## src/rtl/alu_out_stage_if.sv

```systemverilog
// Handshake and status bundle between the ALU, the output stage and its consumer.
interface alu_out_stage_if #(
    parameter int WIDTH = 32,
    parameter int CNT_W = 8
);
    logic             in_valid;
    logic             in_ready;
    logic [WIDTH-1:0] in_result;
    logic             in_zero;
    logic             out_valid;
    logic             out_ready;
    logic [WIDTH-1:0] out_result;
    logic             out_zero;
    logic             out_neg;
    logic [CNT_W-1:0] zero_cnt;
    logic             zc_clr;
    logic             flag_err;

    modport slave (
        input  in_valid, in_result, in_zero, out_ready, zc_clr,
        output in_ready, out_valid, out_result, out_zero, out_neg, zero_cnt, flag_err
    );

    modport master (
        output in_valid, in_result, in_zero, out_ready, zc_clr,
        input  in_ready, out_valid, out_result, out_zero, out_neg, zero_cnt, flag_err
    );
endinterface

```

## src/rtl/alu_out_stage.sv

```systemverilog
// Two-entry skid buffer for ALU results with a saturating zero-result counter
// and a sticky flag for zero flags that disagree with the result word.
module alu_out_stage #(
    parameter int WIDTH = 32,
    parameter int CNT_W = 8
) (
    input  logic                 clk,
    input  logic                 rst_n,
    alu_out_stage_if.slave       bus
);
    localparam logic [CNT_W-1:0] ZC_MAX = '1;

    logic [1:0][WIDTH-1:0] slot_result;
    logic [1:0]            slot_zero;
    logic                  wr_ptr;
    logic                  rd_ptr;
    logic [1:0]            count;
    logic [CNT_W-1:0]      zero_cnt;
    logic                  flag_err;

    logic                  ready;
    logic                  valid;
    logic                  push;
    logic                  pop;
    logic                  mismatch;
    logic [WIDTH-1:0]      head_result;
    logic                  head_zero;

    // Ready depends only on registered occupancy, so out_ready never reaches in_ready.
    assign ready    = (count != 2'd2);
    assign valid    = (count != 2'd0);
    assign push     = bus.in_valid && ready;
    assign pop      = valid && bus.out_ready;
    assign mismatch = bus.in_zero != (bus.in_result == '0);

    always_ff @(posedge clk or negedge rst_n) begin
        if (!rst_n) begin
            slot_result <= '0;
            slot_zero   <= '0;
            wr_ptr      <= 1'b0;
            rd_ptr      <= 1'b0;
            count       <= 2'd0;
        end else begin
            if (push) begin
                slot_result[wr_ptr] <= bus.in_result;
                slot_zero[wr_ptr]   <= bus.in_zero;
                wr_ptr              <= ~wr_ptr;
            end
            if (pop) begin
                rd_ptr <= ~rd_ptr;
            end
            if (push && !pop) begin
                count <= count + 2'd1;
            end else if (!push && pop) begin
                count <= count - 2'd1;
            end
        end
    end

    // Clear wins over a same-edge increment; the count sticks at all-ones.
    always_ff @(posedge clk or negedge rst_n) begin
        if (!rst_n) begin
            zero_cnt <= '0;
        end else if (bus.zc_clr) begin
            zero_cnt <= '0;
        end else if (push && bus.in_zero && (zero_cnt != ZC_MAX)) begin
            zero_cnt <= zero_cnt + 1'b1;
        end
    end

    always_ff @(posedge clk or negedge rst_n) begin
        if (!rst_n) begin
            flag_err <= 1'b0;
        end else if (push && mismatch) begin
            flag_err <= 1'b1;
        end
    end

    assign head_result = valid ? slot_result[rd_ptr] : '0;
    assign head_zero   = valid ? slot_zero[rd_ptr]   : 1'b0;

    assign bus.in_ready   = ready;
    assign bus.out_valid  = valid;
    assign bus.out_result = head_result;
    assign bus.out_zero   = head_zero;
    assign bus.out_neg    = head_result[WIDTH-1];
    assign bus.zero_cnt   = zero_cnt;
    assign bus.flag_err   = flag_err;
endmodule

```

## src/flat_wrapper.sv

```systemverilog
// flat-port wrapper written by rule: the top's interface ports become plain ports
module alu_out_stage_flat 
#(
    parameter int WIDTH = 32,
    parameter int CNT_W = 8
)
  (clk, rst_n, bus_in_valid, bus_in_result, bus_in_zero, bus_out_ready, bus_zc_clr, bus_in_ready, bus_out_valid, bus_out_result, bus_out_zero, bus_out_neg, bus_zero_cnt, bus_flag_err);
  alu_out_stage_if #(.WIDTH(WIDTH), .CNT_W(CNT_W)) bus_i ();
  input  logic clk;
  input  logic rst_n;
  input wire logic [$bits(bus_i.in_valid)-1:0] bus_in_valid;
  input wire logic [$bits(bus_i.in_result)-1:0] bus_in_result;
  input wire logic [$bits(bus_i.in_zero)-1:0] bus_in_zero;
  input wire logic [$bits(bus_i.out_ready)-1:0] bus_out_ready;
  input wire logic [$bits(bus_i.zc_clr)-1:0] bus_zc_clr;
  output wire logic [$bits(bus_i.in_ready)-1:0] bus_in_ready;
  output wire logic [$bits(bus_i.out_valid)-1:0] bus_out_valid;
  output wire logic [$bits(bus_i.out_result)-1:0] bus_out_result;
  output wire logic [$bits(bus_i.out_zero)-1:0] bus_out_zero;
  output wire logic [$bits(bus_i.out_neg)-1:0] bus_out_neg;
  output wire logic [$bits(bus_i.zero_cnt)-1:0] bus_zero_cnt;
  output wire logic [$bits(bus_i.flag_err)-1:0] bus_flag_err;
  assign bus_i.in_valid = bus_in_valid;
  assign bus_i.in_result = bus_in_result;
  assign bus_i.in_zero = bus_in_zero;
  assign bus_i.out_ready = bus_out_ready;
  assign bus_i.zc_clr = bus_zc_clr;
  assign bus_in_ready = bus_i.in_ready;
  assign bus_out_valid = bus_i.out_valid;
  assign bus_out_result = bus_i.out_result;
  assign bus_out_zero = bus_i.out_zero;
  assign bus_out_neg = bus_i.out_neg;
  assign bus_zero_cnt = bus_i.zero_cnt;
  assign bus_flag_err = bus_i.flag_err;
  alu_out_stage #(.WIDTH(WIDTH), .CNT_W(CNT_W)) u_core (.clk(clk), .rst_n(rst_n), .bus(bus_i));
endmodule
```

## config.mk

```make
export PLATFORM = sky130hd
export DESIGN_NAME = alu_out_stage_flat
export DESIGN_NICKNAME = d
export VERILOG_FILES = /design/src/rtl/alu_out_stage_if.sv /design/src/rtl/alu_out_stage.sv /design/src/flat_wrapper.sv
export SDC_FILE = /design/constraint.sdc
export NUM_CORES = 1
export LEC_CHECK = 0
export ABC_AREA = 1
export CORE_MARGIN = 3
export CORE_UTILIZATION = 50
export DETAILED_ROUTE_END_ITERATION = 10
export GPL_ROUTABILITY_DRIVEN = 0
export PLACE_DENSITY = 0.89
export SETUP_SLACK_MARGIN = 0.15
export SLEW_MARGIN = 25
export SYNTH_ARGS = -nofsm -noshare
export SYNTH_HDL_FRONTEND = slang
export SYNTH_SLANG_ARGS = --single-unit
export TNS_END_PERCENT = 30
```

## constraint.sdc

```tcl
create_clock -name clk -period 2.35 [get_ports clk]
set_clock_uncertainty 0.05 [all_clocks]
set_input_delay 0.5875 -clock clk [delete_from_list [all_inputs] [get_ports clk]]
set_output_delay 0.5875 -clock clk [all_outputs]
set_load 0.02 [all_outputs]
```

==> metrics <==
Reg2Reg Setup Slack=roughly 0.55 ns; Max Slew Vio Count=0; total via count in the routed design=approximately 3400; P_leak=about 2.4 nW; Setup Buffers After CTS=0; Seq pwr share=around a third; Setup TNS Final=0 ns; Non-Filler Instances=657; initial antenna violation count=0; CP endpoint kind=output port; Hold-fix buffers, CTS=0; TritonCTS clock tree=done; GRT overflow=0; FF-to-FF Start=u_core.count[0]; count of inserted antenna diode cells=0; busiest grt layer=met2; drt total wl=9.468 mm; met2 Resource Use GR=between 30% and 40%; Slew headroom=roughly 53%; RSZ-0062 raised after global routing=true; Area Overhead vs Synth=29.46%; vias in the first global route=roughly 3400; DR WL/cell=14.41 µm; slowest CP cell=clkdlybuf4s50_1; Worst-Margin Slew=0.7051 ns; Worst setup SP type=flop; NetSw=0.002756 W; sum of buffers and inverters on the critical path=2; die width=92.41 µm; Setup-failing EPs final=0; # nets final=596; Yosys cell types=22; Cell Pwr Density=1350 nW/µm²; grt met3 use=~6%; first-pass GRT wire length=16.15 mm; final critical-path share of the clock period=94.59%; Crit Path Category=reg -> out; Sw Share=42.25%; Sink Count=79; clock buffer depth=2; layout cell share with drive strength beyond 1=between 10% and 20%; 1st-iter DRT viols=255; minimum clock period=2.223 ns; syn_area_per_cell=7.860 µm²; hold crit path type=in -> async; Hold Vio Cnt, Final=0; Warnings, synthesis=0; worst hold slack=between 0.2 and 0.25 ns; Finished Cell Area=4833 µm²; flop and latch count out of synthesis=79; largest net degree at the start of global routing=67; number of I/O port buffers=82; Max rail drop VDD=around 500 µV; CTS Root Cell=clkbuf_8; worst reg-to-reg path cell count=8; Placed Instances=641; GR Util met1=between 30% and 40%; r2r endpoint=u_core.count[1]; Die Ht=92.41 µm; Rows=30; max-cap violations=0; Mapped Cells=475; full die area=8540 µm²; CTS H-Tree Depth=3; GRT Total Usage=23.86%; max incr delay on CP=between 0.6 and 0.7 ns; Mapped Area=3734 µm²; DR vias/cell=5.120; Max FO, Critical Path=3; CP Cell Sequence=inv_2 > nand2_2 > clkdlybuf4s50_1; status=complete, no violations; internal power=0.003767 W; Clock Power Share=~17%; drt pass-1 iters=5; io pins=83; initial core utilization=a little over half; clk_lat worst skew=roughly 0.35 ns; core area=7019 µm²; area of placed instances=4674 µm²; Crit path max-delay family=buffers and inverters; Fmax=0.4499 GHz; Arrival @ worst endpoint=1.59 ns; Routed Antenna Nets=0; Reg clk slew, reported paths=0.08 ns; # DRC=0; Comb pwr share=47.8%; sequential area share after synthesis=52.95%; Post-Syn Nets=roughly 520; HPWL after DPL=6.528 mm; WP data required=1.71 ns; CTS buffer count=9
-- flip-flops by register name (all words and copies together), names as in the netlist --
signal	count
u_core.count	2
u_core.rd_ptr	1
u_core.wr_ptr	1
u_core.slot_result	64
u_core.bus.flag_err	1
u_core.slot_zero	2
u_core.bus.zero_cnt	8
-- through the flow --
step	utilization (%)	setup WS [ns]	power (W)
after floorplan	-	0.4064	0.004244
after global placement	66.60	0.1859	0.005525
after detailed placement	66.60	0.1735	0.005659
after CTS	69.45	0.1450	0.006596
after global routing	68.86	0.05146	0.006992
final	68.86	0.1271	0.006523
-- cell usage after synthesis --
master      n  share of area (%)
nand3_1     5               0.67
o21ai_0    33                4.4
buf_4       2               0.40
or2_4       1               0.23
nor3_1      2               0.27
a31oi_1     1               0.17
dfrtp_1    79                 53
buf_2       3               0.40
o21ai_2     4               0.94
nand2_1   169                 17
nand2_2     2               0.34
clkbuf_1   14                1.4
xnor2_1     2               0.47
ha_1        2               0.67
a21oi_1    34                4.6
o21ai_1    33                4.4
xor2_1      4               0.94
inv_2       2               0.20
nor2_1     33                3.3
buf_6       6                1.8
inv_1      43                4.3
clkinv_1    1               0.10
-- routing by layer --
layer  vias to the layer above  part of all wire [%]  wire length (µm)
met4                         0                   1.5               138
li1                       1642                     -                 -
met2                       116                    48              4527
met3                        15                   6.2               583
met5                         -                     0                 0
met1                      1591                    45              4218
-- worst max path at each step --
stage / from / end / slack, ns / depth (start not counted)
floorplan: u_core.rd_ptr / bus_out_result[10] / 0.41 / 5
global placement: u_core.rd_ptr / bus_out_result[8] / 0.19 / 5
detailed placement: u_core.rd_ptr / bus_out_result[8] / 0.17 / 5
CTS: u_core.count[0] / bus_in_ready / 0.14 / 3
global route: u_core.rd_ptr / bus_out_result[28] / 0.05 / 5
finish: u_core.count[0] / bus_in_ready / 0.13 / 3
-- cell type report --
cell class	instances	area, µm²
clock buffers	11	141.4
clock inverters	5	81.33
well taps	96	120.1
repair buffers	95	897.1
multi-input cells	325	1444
inverters	46	172.7
flip-flops and latches	79	1977
fillers	558	2186
-- kinds of logic after synthesis --
family / share of synthesized area, %
flip-flops: 52.95
buffers and inverters: 8.646
adder cells (fa/ha/maj): 0.6701
AND/OR/NAND/NOR: 21.82
XOR/XNOR: 1.407
AO/OA/AOI/OAI: 14.51
-- placed cells by master, fill, tap and decap left out, types with 4 or more instances in the layout --
master / instances
clkdlybuf4s50_1: 46
o21ai_0: 33
nand3_1: 5
nand2_1: 168
clkbuf_8: 10
clkdlybuf4s15_1: 4
a21oi_1: 34
o21ai_1: 33
clkbuf_2: 6
buf_12: 4
inv_1: 43
nor2_1: 32
xor2_1: 4
o21ai_2: 4
buf_2: 11
buf_4: 9
clkdlybuf4s15_2: 12
dfrtp_1: 79
-- power groups by stage --
| stage | combinational [W] | clock, W | sequential, W |
|---|---|---|---|
| 2_1_floorplan | 0.00205 | 0 | 0.00220 |
| 4_1_cts | 0.00319 | 0.00113 | 0.00228 |
| 5_1_grt | 0.00346 | 0.00119 | 0.00235 |
| 3_3_place_gp | 0.00327 | 0 | 0.00226 |
| 6_report | 0.00312 | 0.00111 | 0.00229 |
| 3_5_place_dp | 0.00338 | 0 | 0.00228 |
-- worst register-to-register path, delay by kind of cell, from the launching register on --
family	cells	cell delay, ns
DFF	1	0.45
AOI/OAI and AO/OA	2	0.24
xor gates and xnor gates	1	0.14
and+or+nand+nor	2	0.30
adders and majority gates	1	0.27
buffers and inverters	2	0.24
-- timing repair --
| action | 4_1_cts | 5_1_grt |
|---|---|---|
| setup endpoints to repair | 35 | 30 |
| gates cloned | 0 | 0 |
| resized for setup | 101 | 9 |
No activity file was read; power rests on OpenSTA's default activity.
